$ cat src/rtl/lcd_fb_arbiter.sv
// Frame-buffer BRAM arbiter: display reads always win, writer words are posted
// into a small FIFO and committed in cycles without a display read.
module lcd_fb_arbiter #(
    parameter int unsigned ADDR_W     = 17,
    parameter int unsigned DATA_W     = 16,
    parameter int unsigned FIFO_DEPTH = 4,
    parameter int unsigned STARVE_MAX = 1023
) (
    input  logic              clk,
    input  logic              rstn,
    input  logic              pix_rd,
    input  logic [ADDR_W-1:0] pix_addr,
    output logic [DATA_W-1:0] pix_dout,
    output logic              pix_dvalid,
    input  logic              wr_valid,
    input  logic [ADDR_W-1:0] wr_addr,
    input  logic [DATA_W-1:0] wr_data,
    output logic              wr_ready,
    output logic              fifo_empty,
    output logic              starve_err,
    output logic              bram_en,
    output logic              bram_we,
    output logic [ADDR_W-1:0] bram_addr,
    output logic [DATA_W-1:0] bram_din,
    input  logic [DATA_W-1:0] bram_dout
);

    localparam int unsigned PW = $clog2(FIFO_DEPTH);
    localparam int unsigned CW = PW + 1;
    localparam int unsigned WW = $clog2(STARVE_MAX + 1);
    localparam logic [CW-1:0] FULL_CNT   = CW'(FIFO_DEPTH);
    localparam logic [WW-1:0] STARVE_CNT = WW'(STARVE_MAX);

    typedef enum logic {
        ST_EMPTY = 1'b0,
        ST_PEND  = 1'b1
    } state_t;

    state_t            state_q, state_d;
    logic [CW-1:0]     count_q, count_d;
    logic [PW-1:0]     wptr_q, wptr_d;
    logic [PW-1:0]     rptr_q, rptr_d;
    logic [ADDR_W-1:0] fifo_addr_q [FIFO_DEPTH];
    logic [DATA_W-1:0] fifo_data_q [FIFO_DEPTH];
    logic [WW-1:0]     wait_q, wait_d;
    logic              starve_q, starve_d;
    logic              en_q, en_d;
    logic              we_q, we_d;
    logic [ADDR_W-1:0] addr_q, addr_d;
    logic [DATA_W-1:0] din_q, din_d;
    logic              rdv_q, rdv_d;
    logic              dvalid_q, dvalid_d;
    logic [DATA_W-1:0] dout_q, dout_d;
    logic              push, pop;

    assign wr_ready   = (count_q != FULL_CNT);
    assign fifo_empty = (state_q == ST_EMPTY);
    assign starve_err = starve_q;
    assign bram_en    = en_q;
    assign bram_we    = we_q;
    assign bram_addr  = addr_q;
    assign bram_din   = din_q;
    assign pix_dout   = dout_q;
    assign pix_dvalid = dvalid_q;

    // Grant selection, FIFO bookkeeping, state, starvation and read-return pipe
    always_comb begin
        push     = wr_valid & wr_ready;
        pop      = ~pix_rd & (count_q != '0);
        count_d  = count_q;
        wptr_d   = wptr_q;
        rptr_d   = rptr_q;
        state_d  = state_q;
        wait_d   = wait_q;
        starve_d = starve_q;
        en_d     = 1'b0;
        we_d     = 1'b0;
        addr_d   = addr_q;
        din_d    = din_q;

        if (push) begin
            wptr_d = wptr_q + 1'b1;
        end
        if (pop) begin
            rptr_d = rptr_q + 1'b1;
        end
        if (push && !pop) begin
            count_d = count_q + 1'b1;
        end else if (pop && !push) begin
            count_d = count_q - 1'b1;
        end

        if (pix_rd) begin
            en_d   = 1'b1;
            addr_d = pix_addr;
        end else if (pop) begin
            en_d   = 1'b1;
            we_d   = 1'b1;
            addr_d = fifo_addr_q[rptr_q];
            din_d  = fifo_data_q[rptr_q];
        end

        case (state_q)
            ST_EMPTY: if (push) state_d = ST_PEND;
            ST_PEND:  if (count_q == CW'(1) && pop && !push) state_d = ST_EMPTY;
            default:  state_d = ST_EMPTY;
        endcase

        if (state_q == ST_EMPTY || pop) begin
            wait_d = '0;
        end else if (pix_rd && wait_q != STARVE_CNT) begin
            wait_d = wait_q + 1'b1;
        end
        starve_d = starve_q | (wait_d == STARVE_CNT);

        // Read data is captured one cycle after the BRAM sampled the read,
        // so dvalid follows an issued read by two registers.
        rdv_d    = en_q & ~we_q;
        dvalid_d = rdv_q;
        dout_d   = rdv_q ? bram_dout : dout_q;
    end

    // Posted-write storage; entry validity is tracked by count_q, so no reset
    always_ff @(posedge clk) begin
        if (push) begin
            fifo_addr_q[wptr_q] <= wr_addr;
            fifo_data_q[wptr_q] <= wr_data;
        end
    end

    // State, pointers, BRAM command and display return registers
    always_ff @(posedge clk or negedge rstn) begin
        if (!rstn) begin
            state_q  <= ST_EMPTY;
            count_q  <= '0;
            wptr_q   <= '0;
            rptr_q   <= '0;
            wait_q   <= '0;
            starve_q <= 1'b0;
            en_q     <= 1'b0;
            we_q     <= 1'b0;
            addr_q   <= '0;
            din_q    <= '0;
            rdv_q    <= 1'b0;
            dvalid_q <= 1'b0;
            dout_q   <= '0;
        end else begin
            state_q  <= state_d;
            count_q  <= count_d;
            wptr_q   <= wptr_d;
            rptr_q   <= rptr_d;
            wait_q   <= wait_d;
            starve_q <= starve_d;
            en_q     <= en_d;
            we_q     <= we_d;
            addr_q   <= addr_d;
            din_q    <= din_d;
            rdv_q    <= rdv_d;
            dvalid_q <= dvalid_d;
            dout_q   <= dout_d;
        end
    end

endmodule
$ cat config.mk
export PLATFORM = sky130hd
export DESIGN_NAME = lcd_fb_arbiter
export DESIGN_NICKNAME = d
export VERILOG_FILES = /design/src/rtl/lcd_fb_arbiter.sv
export SDC_FILE = /design/constraint.sdc
export NUM_CORES = 1
export LEC_CHECK = 0
export CORE_MARGIN = 2
export CORE_UTILIZATION = 40
export CTS_CLUSTER_DIAMETER = 80
export DETAILED_ROUTE_END_ITERATION = 10
export GPL_TIMING_DRIVEN = 0
export HOLD_SLACK_MARGIN = 0.1
export PLACE_DENSITY = 0.72
export SETUP_SLACK_MARGIN = 0.2
export SYNTH_ARGS = -nofsm -noshare
export SYNTH_HDL_FRONTEND = slang
export SYNTH_SLANG_ARGS = --single-unit
$ cat constraint.sdc
create_clock -name clk -period 2.2 [get_ports clk]
set_clock_uncertainty 0.05 [all_clocks]
set_input_delay 0.22 -clock clk [delete_from_list [all_inputs] [get_ports clk]]
set_output_delay 0.22 -clock clk [all_outputs]
set_load 0.1 [all_outputs]
==> results.md <==
- Setup repair after global routing could not meet its margin everywhere.
- The startpoint kind of the worst setup timing path is a flop.
- The number of library cell types mapped by synthesis is 40.
- Broken down by cell family, the worst path's largest delay share belongs to compound AO/OA/AOI/OAI gates.
- The main combinational cell family by area after synthesis is multiplexers.
- The biggest area contributor in the post-synthesis netlist is sky130_fd_sc_hd__edfxtp_1.
- The number of global-route vias before repair is 4744.
- The commonest cells after synthesis are sky130_fd_sc_hd__edfxtp_1, sky130_fd_sc_hd__dfrtp_1, sky130_fd_sc_hd__mux2_2, sky130_fd_sc_hd__mux4_2, sky130_fd_sc_hd__nand2_1.
- Counting cells, the worst reg-to-reg path comes to 6.
- Once detail routing completed, the nets flagged for antenna violations numbered 0.
- After detailed placement, the total cell area comes to 9620 um2.
- Across the run, the number of max-cap violations was 0.
- By instance count, the leading cell after synthesis is sky130_fd_sc_hd__edfxtp_1.
- The critical path buffer and inverter count is 0.
- The total power density per cell area is 1560 nW/um2.
- The first-pass iteration count of the detailed router is 4.
- Setup violations remaining at the end of the flow were counted as 0.
- The number of antenna violations at the first check in global routing came to 1.
- The fraction of registers with async set/reset is 35.3%.
- Once placement completed, the tool counted placed cells totaling 838.
- The signal on the critical path passes through ha_4, nand3_1, o31ai_2, a32oi_1, a2111oi_2, a41o_1.
- The number of flops mapped to enable cells by yosys is 132.
- TritonCTS built the clock tree.
- The total power after layout is 0.0163 W.
- In this run the worst path has a maximum fanout of 7.
- The final standard cell count with taps included and fillers excluded is 885.
- The number of sinks on the clock net is 204.
- The internal power is 0.00921 W.
- The worst min-delay path class is input port to async pin.
- After detailed routing, the average wire length per cell comes to 18.6 um.
- In this run the core area contains 51 standard-cell rows.
- Compared with the post-synthesis result, the final layout area differs by 30.2%.
- The vertical die dimension is 146 um.
- The number of endpoints with negative hold slack in the final report came to 0.
- The total wire length is 16400 um.
- The share of power burned in the clock network is 21.0%.
- STA puts the critical path data required time at 2580 ps.
- The total negative slack is 0 ps.
- Dividing the detail-routed via count by the number of cells gives 5.08.
- The number of top-level pins is 125.
- Measured on the finished design, the core utilization comes to 53.3%.
- The final antenna diode count is 0.
- Clock-pin slew was measured on the worst setup and hold paths at 60 ps.
- STA classifies the critical path endpoint as a flop.
- For this run, the leading register cell type out of synthesis is sky130_fd_sc_hd__edfxtp_1.
- The floorplan die area is 21200 um2.
- By area the synthesized netlist is led by sky130_fd_sc_hd__edfxtp_1, sky130_fd_sc_hd__dfrtp_1, sky130_fd_sc_hd__mux4_2.
- Clock tree synthesis selected as its root buffer the cell sky130_fd_sc_hd__clkbuf_16.
- The reported leakage power is 3.83 nW.
- The simple-gate share of the synthesized area is 4.17%.
- The busiest layer in global routing is met2.
- The post-layout minimum cycle time is 2050 ps.
- The met1 capacity usage during global routing is 20.1%.
- The post-synthesis cell count is 449.
- The portion of netlist area occupied by mux cells is 16.4%.
- After the last flow step, the layout net total stands at 684.
- The clock network latency to the later pin of the worst-skew pair is 490 ps.
- A synthesized cell averages 17.8 um2.
- The routed layout has 4494 vias.
- The largest vdd supply drop is 0.000903 V.
- The post-route clock period utilization is 93.3%.
- In this run the power spent charging and discharging nets is 0.00704 W.
- Summed over all layers, the global routing overflow is 0.
- The HPWL after detailed placement is 10900 um.
- The number of nets produced by synthesis is 529.
- The largest net degree at the start of global routing is 57.
- The logic gate share of total power is 44.4%.
- The post-synthesis cell area is 8010 um2.
- The final cell area excluding filler cells is 10400 um2.
- Global routing consumed, on the met2 layer, 25.9% of the routing resources.
- For this run, the register share of the synthesized area comes to 72.0%.
- The share of power burned in registers is 34.6%.
- The detailed-route DRC error count is 0.
- CTS built an H-tree with a depth of 1.
- Based on the critical path, the design can be clocked at up to 0.487 GHz.
- The flow ran to the end, and the final reports show no timing, DRC or antenna violations.
- The detailed router finished its first iteration with 203 violations.
- In this design, the stage delay of the slowest critical-path cell is 440 ps.
- After floorplanning, the core was sized to cover 19600 um2.
- The max-slew violation total from the final report is 0.
- Synthesis inferred 204 register bits.
- The Yosys step of the flow raised 0 warnings.
- The ratio of cells with drive above 1 in the final layout is 25.0%.
- The overall global routing resource usage is 15.4%.
- The synthesized netlist devotes 0.874% of its cell area to XOR and XNOR gates.
- The post-synthesis compound-gate area fraction is 3.17%.
- The filler cells instantiated in the layout total 1597.
- The critical path is of the flop to flop type.
- At the pin with the least slew margin, the transition time is 974 ps.
- The width of the die is 146 um.
- STA puts the critical path data arrival time at 2430 ps.
- The number of buffers between clock root and the deepest sink is 3.
- The cell with the biggest individual delay on the critical path is sky130_fd_sc_hd__dfrtp_2.
- The CTS buffer count is 22.
- The adder and majority gate portion of the synthesized area is 1.56%.
- In this run the tightest slew margin relative to its limit is 35.3%.
- The weighted congestion at the end of routability-driven global placement is 0.760.
- Once the floorplan was initialized, standard cells occupied 40.9% of the core.
- The switching power share of the total is 43.3%.
- The critical path crosses 6 cells after its start point.
- The first-pass GRT wire length is 25900 um.
- Buffers placed on the I/O ports in this run total 123.
- After synthesis, the largest area contributor takes up 49.5% of total cell area.
- For met3 alone, demand over resource in global routing was 3.79%.
## worst reg2reg max path, cell delays in order (launching register included)
cell and delay, ps:
sky130_fd_sc_hd__dfrtp_2 440, sky130_fd_sc_hd__ha_4 200, sky130_fd_sc_hd__nand3_1 180, sky130_fd_sc_hd__o31ai_2 300, sky130_fd_sc_hd__a32oi_1 140, sky130_fd_sc_hd__a2111oi_2 440
sky130_fd_sc_hd__a41o_1 230
## placed cells by master, fill, tap and decap left out, types with 14 or more instances in the layout
| cell | Yosys | layout |
|---|---|---|
| sky130_fd_sc_hd__clkbuf_16 | 0 | 23 |
| sky130_fd_sc_hd__clkdlybuf4s15_1 | 0 | 35 |
| sky130_fd_sc_hd__clkdlybuf4s50_1 | 0 | 67 |
| sky130_fd_sc_hd__dfrtp_1 | 72 | 71 |
| sky130_fd_sc_hd__dlygate4sd2_1 | 0 | 14 |
| sky130_fd_sc_hd__edfxtp_1 | 132 | 132 |
| sky130_fd_sc_hd__mux2_2 | 33 | 33 |
| sky130_fd_sc_hd__mux2i_1 | 20 | 20 |
| sky130_fd_sc_hd__mux4_2 | 33 | 33 |
| sky130_fd_sc_hd__nand2_1 | 27 | 26 |
| sky130_fd_sc_hd__o21ai_0 | 23 | 23 |
## repair_timing
item	CTS	global route
endpoints found under the hold margin	72	0
hold buffers	1	0
setup buffers	3	3
endpoints found under the setup margin	227	197
pin swaps	2	0
gates resized for setup	88	52
## metal layers
metal	part of all wire, %	vias to the layer above
met4	2.1	2
met3	5.8	33
li1	-	2045
met5	0.067	-
met1	42	2273
met2	50	141
## power groups by stage
| stage | registers (W) | logic, W | clock network, W |
|---|---|---|---|
| after floorplan | 0.00891 | 0.00223 | 0 |
| after global placement | 0.00564 | 0.00725 | 0 |
| after detailed placement | 0.00572 | 0.00736 | 0 |
| after CTS | 0.00564 | 0.00718 | 0.00351 |
| after global routing | 0.00573 | 0.00756 | 0.00365 |
| final | 0.00562 | 0.00722 | 0.00341 |
## through the flow
step | setup WS [ps] | hold WS, ps
finish | 147 | 107
global route | 94.1 | 132
CTS | 106 | 105
detailed placement | -196 | 76.8
global placement | -1910 | 308
floorplan | 207 | -126
## cell families (layout without fill, tap and decap cells)
| kind of cell | after synthesis | count (layout) |
|---|---|---|
| buffers and inverters | 33 | 204 |
| xor gates and xnor gates | 8 | 8 |
| adders and majority gates | 10 | 10 |
| AOI/OAI and AO/OA | 40 | 40 |
| DFF | 204 | 204 |
| and+or+nand+nor | 68 | 68 |
| muxes | 86 | 86 |
## registers in the layout, summed over array words and instances (netlist names)
| name | count |
|---|---|
| wait_q | 10 |
| pix_dvalid | 1 |
| starve_err | 1 |
| pix_dout | 16 |
| bram_en | 1 |
| bram_we | 1 |
| wptr_q | 2 |
| fifo_data_q | 64 |
| rptr_q | 2 |
| count_q | 3 |
| bram_din | 16 |
| fifo_addr_q | 68 |
| dvalid_d | 1 |
| state_q | 1 |
| bram_addr | 17 |
## cell type report
type                       instances  area [um2]  share of cell area, %
tap                              265         332                   3.18
multi-input combinational        212        2200                   21.1
clock buffer                      32         623                   5.97
sequential                       204        5770                   55.3
buffer                            24         146                   1.40
inverter                           9        33.8                  0.324
clock inverter                     8        50.0                  0.480
timing repair buffer             131        1280                   12.3
## worst paths after layout
check / startpoint / to / slack (ps)
min reg2reg: dvalid_d / pix_dvalid / 330
max: wait_q[0] / starve_err / 150
max reg2reg: wait_q[0] / starve_err / 150
min in group clk: pix_rd / wait_q[2] / 220
min: rstn / bram_addr[9] / 110
max in group asynchronous: rstn / wait_q[0] / 1410
No activity file was read; power rests on OpenSTA's default activity.
